--- src/rtl/serial_subtractor_pkg.sv ---
// rtl/serial_subtractor_pkg.sv - shared constants for the bit-serial subtractor
package serial_subtractor_pkg;

    localparam int DEFAULT_WIDTH = 8;

    localparam logic [1:0] IDLE  = 2'd0;
    localparam logic [1:0] SHIFT = 2'd1;
    localparam logic [1:0] DONE  = 2'd2;

endpackage

--- src/rtl/serial_subtractor_full_subtractor.sv ---
// rtl/serial_subtractor_full_subtractor.sv - single-bit combinational full subtractor cell
module full_subtractor (
    input  logic x,
    input  logic y,
    input  logic bi,
    output logic d,
    output logic bo
);

    assign d  = x ^ y ^ bi;
    assign bo = (~x & y) | (~(x ^ y) & bi);

endmodule

--- src/rtl/serial_subtractor.sv ---
// rtl/serial_subtractor.sv - bit-serial a - b - bin, LSB first, with start/busy/done handshake
module serial_subtractor
    import serial_subtractor_pkg::*;
#(
    parameter int WIDTH = DEFAULT_WIDTH
) (
    input  logic             clk,
    input  logic             rst,
    input  logic             start,
    input  logic [WIDTH-1:0] a,
    input  logic [WIDTH-1:0] b,
    input  logic             bin,
    output logic             busy,
    output logic             done,
    output logic [WIDTH-1:0] diff,
    output logic             bout
);

    localparam int CW = $clog2(WIDTH);
    localparam logic [CW-1:0] LAST = CW'(WIDTH - 1);
    localparam logic [CW-1:0] ONE  = CW'(1);

    logic [1:0]       state_q, state_d;
    logic [WIDTH-1:0] a_sh_q, a_sh_d;
    logic [WIDTH-1:0] b_sh_q, b_sh_d;
    logic             br_q, br_d;
    // Only WIDTH-1 partial bits are stored; the last bit goes straight into diff.
    logic [WIDTH-2:0] d_sh_q, d_sh_d;
    logic [CW-1:0]    count_q, count_d;
    logic [WIDTH-1:0] diff_q, diff_d;
    logic             bout_q, bout_d;
    logic             done_q, done_d;

    logic             fs_d, fs_bo;
    logic [WIDTH-1:0] d_cat;

    full_subtractor u_fs (
        .x  (a_sh_q[0]),
        .y  (b_sh_q[0]),
        .bi (br_q),
        .d  (fs_d),
        .bo (fs_bo)
    );

    always_comb begin
        state_d = state_q;
        a_sh_d  = a_sh_q;
        b_sh_d  = b_sh_q;
        br_d    = br_q;
        d_sh_d  = d_sh_q;
        count_d = count_q;
        diff_d  = diff_q;
        bout_d  = bout_q;
        done_d  = 1'b0;
        d_cat   = {fs_d, d_sh_q};
        case (state_q)
            IDLE: begin
                if (start) begin
                    a_sh_d  = a;
                    b_sh_d  = b;
                    br_d    = bin;
                    count_d = '0;
                    state_d = SHIFT;
                end
            end
            SHIFT: begin
                br_d    = fs_bo;
                d_sh_d  = d_cat[WIDTH-1:1];
                a_sh_d  = a_sh_q >> 1;
                b_sh_d  = b_sh_q >> 1;
                count_d = count_q + ONE;
                if (count_q == LAST) begin
                    diff_d  = d_cat;
                    bout_d  = fs_bo;
                    done_d  = 1'b1;
                    count_d = '0;
                    state_d = DONE;
                end
            end
            DONE:    state_d = IDLE;
            default: state_d = IDLE;
        endcase
    end

    always_ff @(posedge clk or posedge rst) begin
        if (rst) begin
            state_q <= IDLE;
            a_sh_q  <= '0;
            b_sh_q  <= '0;
            br_q    <= 1'b0;
            d_sh_q  <= '0;
            count_q <= '0;
            diff_q  <= '0;
            bout_q  <= 1'b0;
            done_q  <= 1'b0;
        end else begin
            state_q <= state_d;
            a_sh_q  <= a_sh_d;
            b_sh_q  <= b_sh_d;
            br_q    <= br_d;
            d_sh_q  <= d_sh_d;
            count_q <= count_d;
            diff_q  <= diff_d;
            bout_q  <= bout_d;
            done_q  <= done_d;
        end
    end

    assign busy = (state_q == SHIFT);
    assign done = done_q;
    assign diff = diff_q;
    assign bout = bout_q;

endmodule

--- config.mk ---
export PLATFORM = sky130hd
export DESIGN_NAME = serial_subtractor
export DESIGN_NICKNAME = d
export VERILOG_FILES = /design/src/rtl/serial_subtractor_pkg.sv /design/src/rtl/serial_subtractor_full_subtractor.sv /design/src/rtl/serial_subtractor.sv
export SDC_FILE = /design/constraint.sdc
export NUM_CORES = 1
export LEC_CHECK = 0
export CAP_MARGIN = 10
export CORE_ASPECT_RATIO = 1.4
export CORE_MARGIN = 3
export CORE_UTILIZATION = 51
export CTS_BUF_LIST = sky130_fd_sc_hd__clkbuf_4 sky130_fd_sc_hd__clkbuf_8 sky130_fd_sc_hd__clkbuf_16
export CTS_CLUSTER_DIAMETER = 80
export DETAILED_ROUTE_END_ITERATION = 10
export GPL_TIMING_DRIVEN = 1
export PLACE_DENSITY = 0.78
export SETUP_SLACK_MARGIN = 0.1
export SLEW_MARGIN = 15
export SYNTH_ARGS = -nofsm -noshare
export SYNTH_HDL_FRONTEND = slang
export SYNTH_SLANG_ARGS = --single-unit
--- constraint.sdc ---
create_clock -name clk -period 1.9 [get_ports clk]
set_input_delay 0.57 -clock clk [delete_from_list [all_inputs] [get_ports clk]]
set_output_delay 0.57 -clock clk [all_outputs]
set_load 0.02 [all_outputs]
Word level (Yosys, flattened, before mapping)
Index checks and enable logic that the tools add are counted.
- flip-flop bits (word level): 39
- latch bits: 0
- memory bits (writable): 0
- ROM bits: 0
- output and inout port bits: 11
- word-level logic and storage cells: 40
- memories: 0
- $add $sub $neg: 1
- $mul: 0
- divide/modulo/power cells: 0
- order comparisons: 0
- equality and inequality tests: 4
- shift operators: 0
- mux-type cells: 14
- bitwise logic cells: 7
- reduce and logical (&&, ||, !) cells: 5
- operators by type and width (operator ; count):
    $pmux 8 s2 ; 2
    $mux 8 ; 2
    $mux 3 ; 2
    $pmux 3 s2 ; 1
    $reduce_and 2->1 ; 3
    $mux 2 ; 2
    $pmux 2 s2 ; 1
    $add 3x1->3 const B ; 1
    $eq 3x3->1 const B ; 1
    $mux 1 ; 3
    $and 1x1->1 ; 2
    $eq 2x1->1 const B ; 1
    $logic_not 2->1 ; 1
    $ne 2x1->1 const B ; 1
    $ne 2x2->1 const B ; 1
    $not 1->1 ; 2
    $pmux 1 s2 ; 1
    $reduce_bool 2->1 ; 1
    $xor 1x1->1 ; 2
    $or 1x1->1 ; 1

Longest topological paths before layout
Gate-level depths: netlist of run 1.
- depth after elaboration: 5
- gate-level depth with buffers: 6
- depth with buffers taken out: 5

Cells and area by module
A second synthesis of run 1 with hierarchy kept.
- cells, all modules: 140
- area, all modules: 1716.6 µm²
- modules (own cells, without submodules) (module ; times used ; cells an instance ; area an instance (µm²)):
    serial_subtractor ; 1 ; 136 ; 1685.4
    full_subtractor ; 1 ; 4 ; 31.3

Worst setup path before layout of run 1
Ideal clock, no wire load.
- kind: reg2reg
- from: reg count_q[0]
- to: reg diff_q[0] (netlist: diff[0])
- arrival time: 1.320 ns
- data required time: 1.775 ns
- slack: 0.455 ns
- cell stages (with the launch flop): 6
- path buffers: 1
- cell sequence: dfrtp_1 -> ha_1 -> ha_1 -> nand3b_4 -> buf_6 -> mux2_4
- word-level cells in the longest chain between the ends: 2
- RTL lines (element ; RTL line ; RTL):
    from (decl) ; serial_subtractor.sv:29 ; logic [CW-1:0] count_q, count_d;
    from (signal assigned) ; serial_subtractor.sv:102 ; count_q <= count_d;
    $eq 3x3->1 ; serial_subtractor.sv:72 ; if (count_q == LAST) begin
    $reduce_and 2->1 (no line) ; - ;
    to (signal assigned) ; serial_subtractor.sv:103 ; diff_q <= diff_d;
    to (decl) ; serial_subtractor.sv:30 ; logic [WIDTH-1:0] diff_q, diff_d;
Every way passes these cells.
A chain may end at the register's enable or synchronous reset.

Worst setup path in the final report of run 1
- from: reg state_q[1]
- to: out busy
- word-level cells in the longest chain between the ends: 1
- RTL lines (element ; RTL line ; RTL):
    from (decl) ; serial_subtractor.sv:23 ; logic [1:0] state_q, state_d;
    from (signal assigned) ; serial_subtractor.sv:97 ; state_q <= state_d;
    $eq 2x1->1 ; serial_subtractor.sv:109 ; assign busy = (state_q == SHIFT);
    to (decl) ; serial_subtractor.sv:13 ; output logic busy,
Every way passes these cells.

==> out/metrics.cfg, run 1 <==
[drt]
wl_met3_um = 193
m1WireLength_um = 1430
routed_wl_um = 3410
wl_per_cell_um = 15.7
vias = 1265
firstDrtPassIters = 4
wl_met2_um = 1700
viasPerCell = 5.83
drtAntennaViolNets = 0
drc = 0
highest_layer = met4
drt-initial-drc-count = 36

[yosys]
synth_warnings = 0
ys_async_sr_fraction_pct = 100
synth.area.top_cells = dfrtp_1 55%, mux2_4 10%, o22ai_1 9.2%
yosysSeqAreaShare_pct = 55.4
synth_edf_count = 0
synthCells = 142
synth_area_per_cell_um2 = 12.4
synth_seq_cells = 39
synth_top_area_share_pct = 55.4
synth_cell_type_count = 25
synth_flop_cell = dfrtp_1
synth_top_area_cell = dfrtp_1
syn-num-nets = 165
syn-cell-area_um2 = 1760

[global_routing]
grt_max_degree = 40
grt.total_usage_pct = 18.3
grt_pass1_vias = 1315
grt_antenna_before_repair = 0
grt_pass1_wl_um = 5840
overflow = 0

[power]
power_leakage_uw = 0.00104
power.share.sequential_pct = 41.7
ir_worst_vdd_mv = 0.979
power.density_nw_per_um2 = 1640
power_switching_uw = 1260
p_sw_share_pct = 35.3
intPower_uw = 2310
p_clk_share_pct = 15.5
comb_power_share_pct = 42.8

[place]
io_buffers = 30
place.gp.congestion = 0.760
place_area_um2 = 2100
dp_hpwl_um = 2390

[clock_tree]
cts_root_buf = clkbuf_8
cts_buffers = 5
clk_pin_slew_worst_paths_ps = 70
h-tree-depth = 2
clk_latency_ps = 290
cts_sinks = 39
post_cts_buffers = 0
cts_tree = done
clock_path_buffers = 2

[timing]
fmax_ghz = 0.615
fin_worst_skew_ps = 3.81
finalCritPeriodShare_pct = 85.6
setup_viol = 0
finalHoldViolations = 0
holdWs_ps = 507
rsz0062_at_grt = false
fin_tns_setup_ps = 0
slew_headroom_pct = 71.6
worst_slew_pin_slew_ps = 426
min_period_ps = 1630
drv_slew = 0

[layout]
n_antenna_cell = 0
most-common-layout-cells = 39 x dfrtp_1, 26 x o22ai_1, 19 x clkdlybuf4s50_1
nets = 200
fin_area_um2 = 2180
final_common_cell = dfrtp_1
synthToLayoutAreaGrowth_pct = 23.8
final_layout_size_suffix_gt1_share_pct = 20.2

[worst_setup_path]
cp_slowest_stage_delay_ps = 390
setup.worst_path.end_class = output port
crit_required_ps = 1330
cpMaxStageDelayCell = dfrtp_1
crit_fanout = 2
startpoint_type = register
path_class = register to output port
cp.arrival_ps = 1060
cp_top_family = flip-flops
crit_buf_inv = 2
crit_chain = nand2b_4, inv_1, clkbuf_2

[floorplan]
core_area_um2 = 3210
die_w_um = 55.7
rows = 24
die_h_um = 75.5
design.die.area_um2 = 4200
initial_core_util_pct = 54.8
io_pins = 31

[status]
status = finished, final reports clean

[min_path]
hold_path_class = register to register

[run]
maxCapViolations = 0

power by group through the flow:
stage	sequential (uW)	combinational (uW)	clock, uW
after floorplan	1550	1070	0
after global placement	1480	1550	0
after detailed placement	1510	1610	0
after CTS	1490	1550	579
after global routing	1530	1680	612
final	1490	1530	553
final cells by class:
class                   count  area [um^2]
inverters                   9         33.8
clock inverters             1         5.00
repair buffers             38          359
flip-flops and latches     39          976
clock buffers               7         83.8
multi-input cells          84          673
well taps                  39         48.8
fillers                   239         1030
worst min-delay path: cells and delay by family (launching register included):
kind,cells,cell delay (ps)
AO/OA/AOI/OAI,2,140
flip-flops,1,340
per-layer routing:
metal  vias up  GRT usage (%)
li1        587              -
met1       621           20.6
met2        48           31.6
met3         9           5.08
met4         0           10.3
met5         -              0
cell usage after synthesis, types with 3 or more instances:
cell type and n:
dfrtp_1 39, o22ai_1 26, a21oi_1 15, mux2_4 12, inv_1 9, o21ai_0 6, buf_6 4, a22o_1 3
mux2_2 3, nand2_1 3, nor2_1 3
what timing repair did:
item / in CTS / in global routing
hold endpoints to repair: 0 / 0
setup endpoints to repair: 10 / 2
resized for setup: 10 / 3
hold buffers: 0 / 0
per-stage QoR:
stage          setup slack (ps)  util [%]  cells  power [uW]
2_1_floorplan               441         -    142        2620
3_3_place_gp                117      65.5    209        3030
3_5_place_dp               63.1      65.5    209        3110
4_1_cts                    82.7      67.9    217        3610
5_1_grt                     205      67.8    217        3820
6_report                    274      67.8    217        3570
sequential cells by signal, indices dropped and copies added (netlist names):
name,count
a_sh_q,8
b_sh_q,8
bout,1
br_q,1
count_q,3
d_sh_q,7
diff,8
done,1
state_q,2
cells by family (layout without fill, tap and decap cells):
group           count (synthesis)  after routing  synth area share, %
flops                          39             39                 55.4
mux                            15             15                 12.2
simple gates                   13             13                 5.05
compound gates                 53             53                 18.5
buf+inv                        19             55                 6.33
fa+ha+maj                       3              3                 2.56
path summary, 6_finish.rpt:
path / from / slack, ps / cells past startpoint / endpoint
max in group asynchronous: rst / 1080 / 3 / diff[3]$_DFFE_PP0P_
min: a_sh_q[7]$_DFFE_PP0P_ / 510 / 2 / a_sh_q[7]$_DFFE_PP0P_
min in group asynchronous: rst / 630 / 3 / b_sh_q[3]$_DFFE_PP0P_
min reg2reg: a_sh_q[7]$_DFFE_PP0P_ / 510 / 2 / a_sh_q[7]$_DFFE_PP0P_
max: state_q[1]$_DFFE_PP0P_ / 270 / 3 / busy
max reg2reg: count_q[0]$_DFFE_PP0P_ / 370 / 4 / diff[5]$_DFFE_PP0P_
Note: power is estimated with default switching activity, not from simulation.
==> run 2: changes to the inputs <==
- GPL_TIMING_DRIVEN: 1 -> unset
==> results of run 2 <==
The final DEF is identical to that of run 1; final timing and power are the same.
==> run 3: changes to the inputs <==
- CAP_MARGIN: 10 -> 20
==> results of run 3 <==
The final DEF is identical to that of run 1; final timing and power are the same.
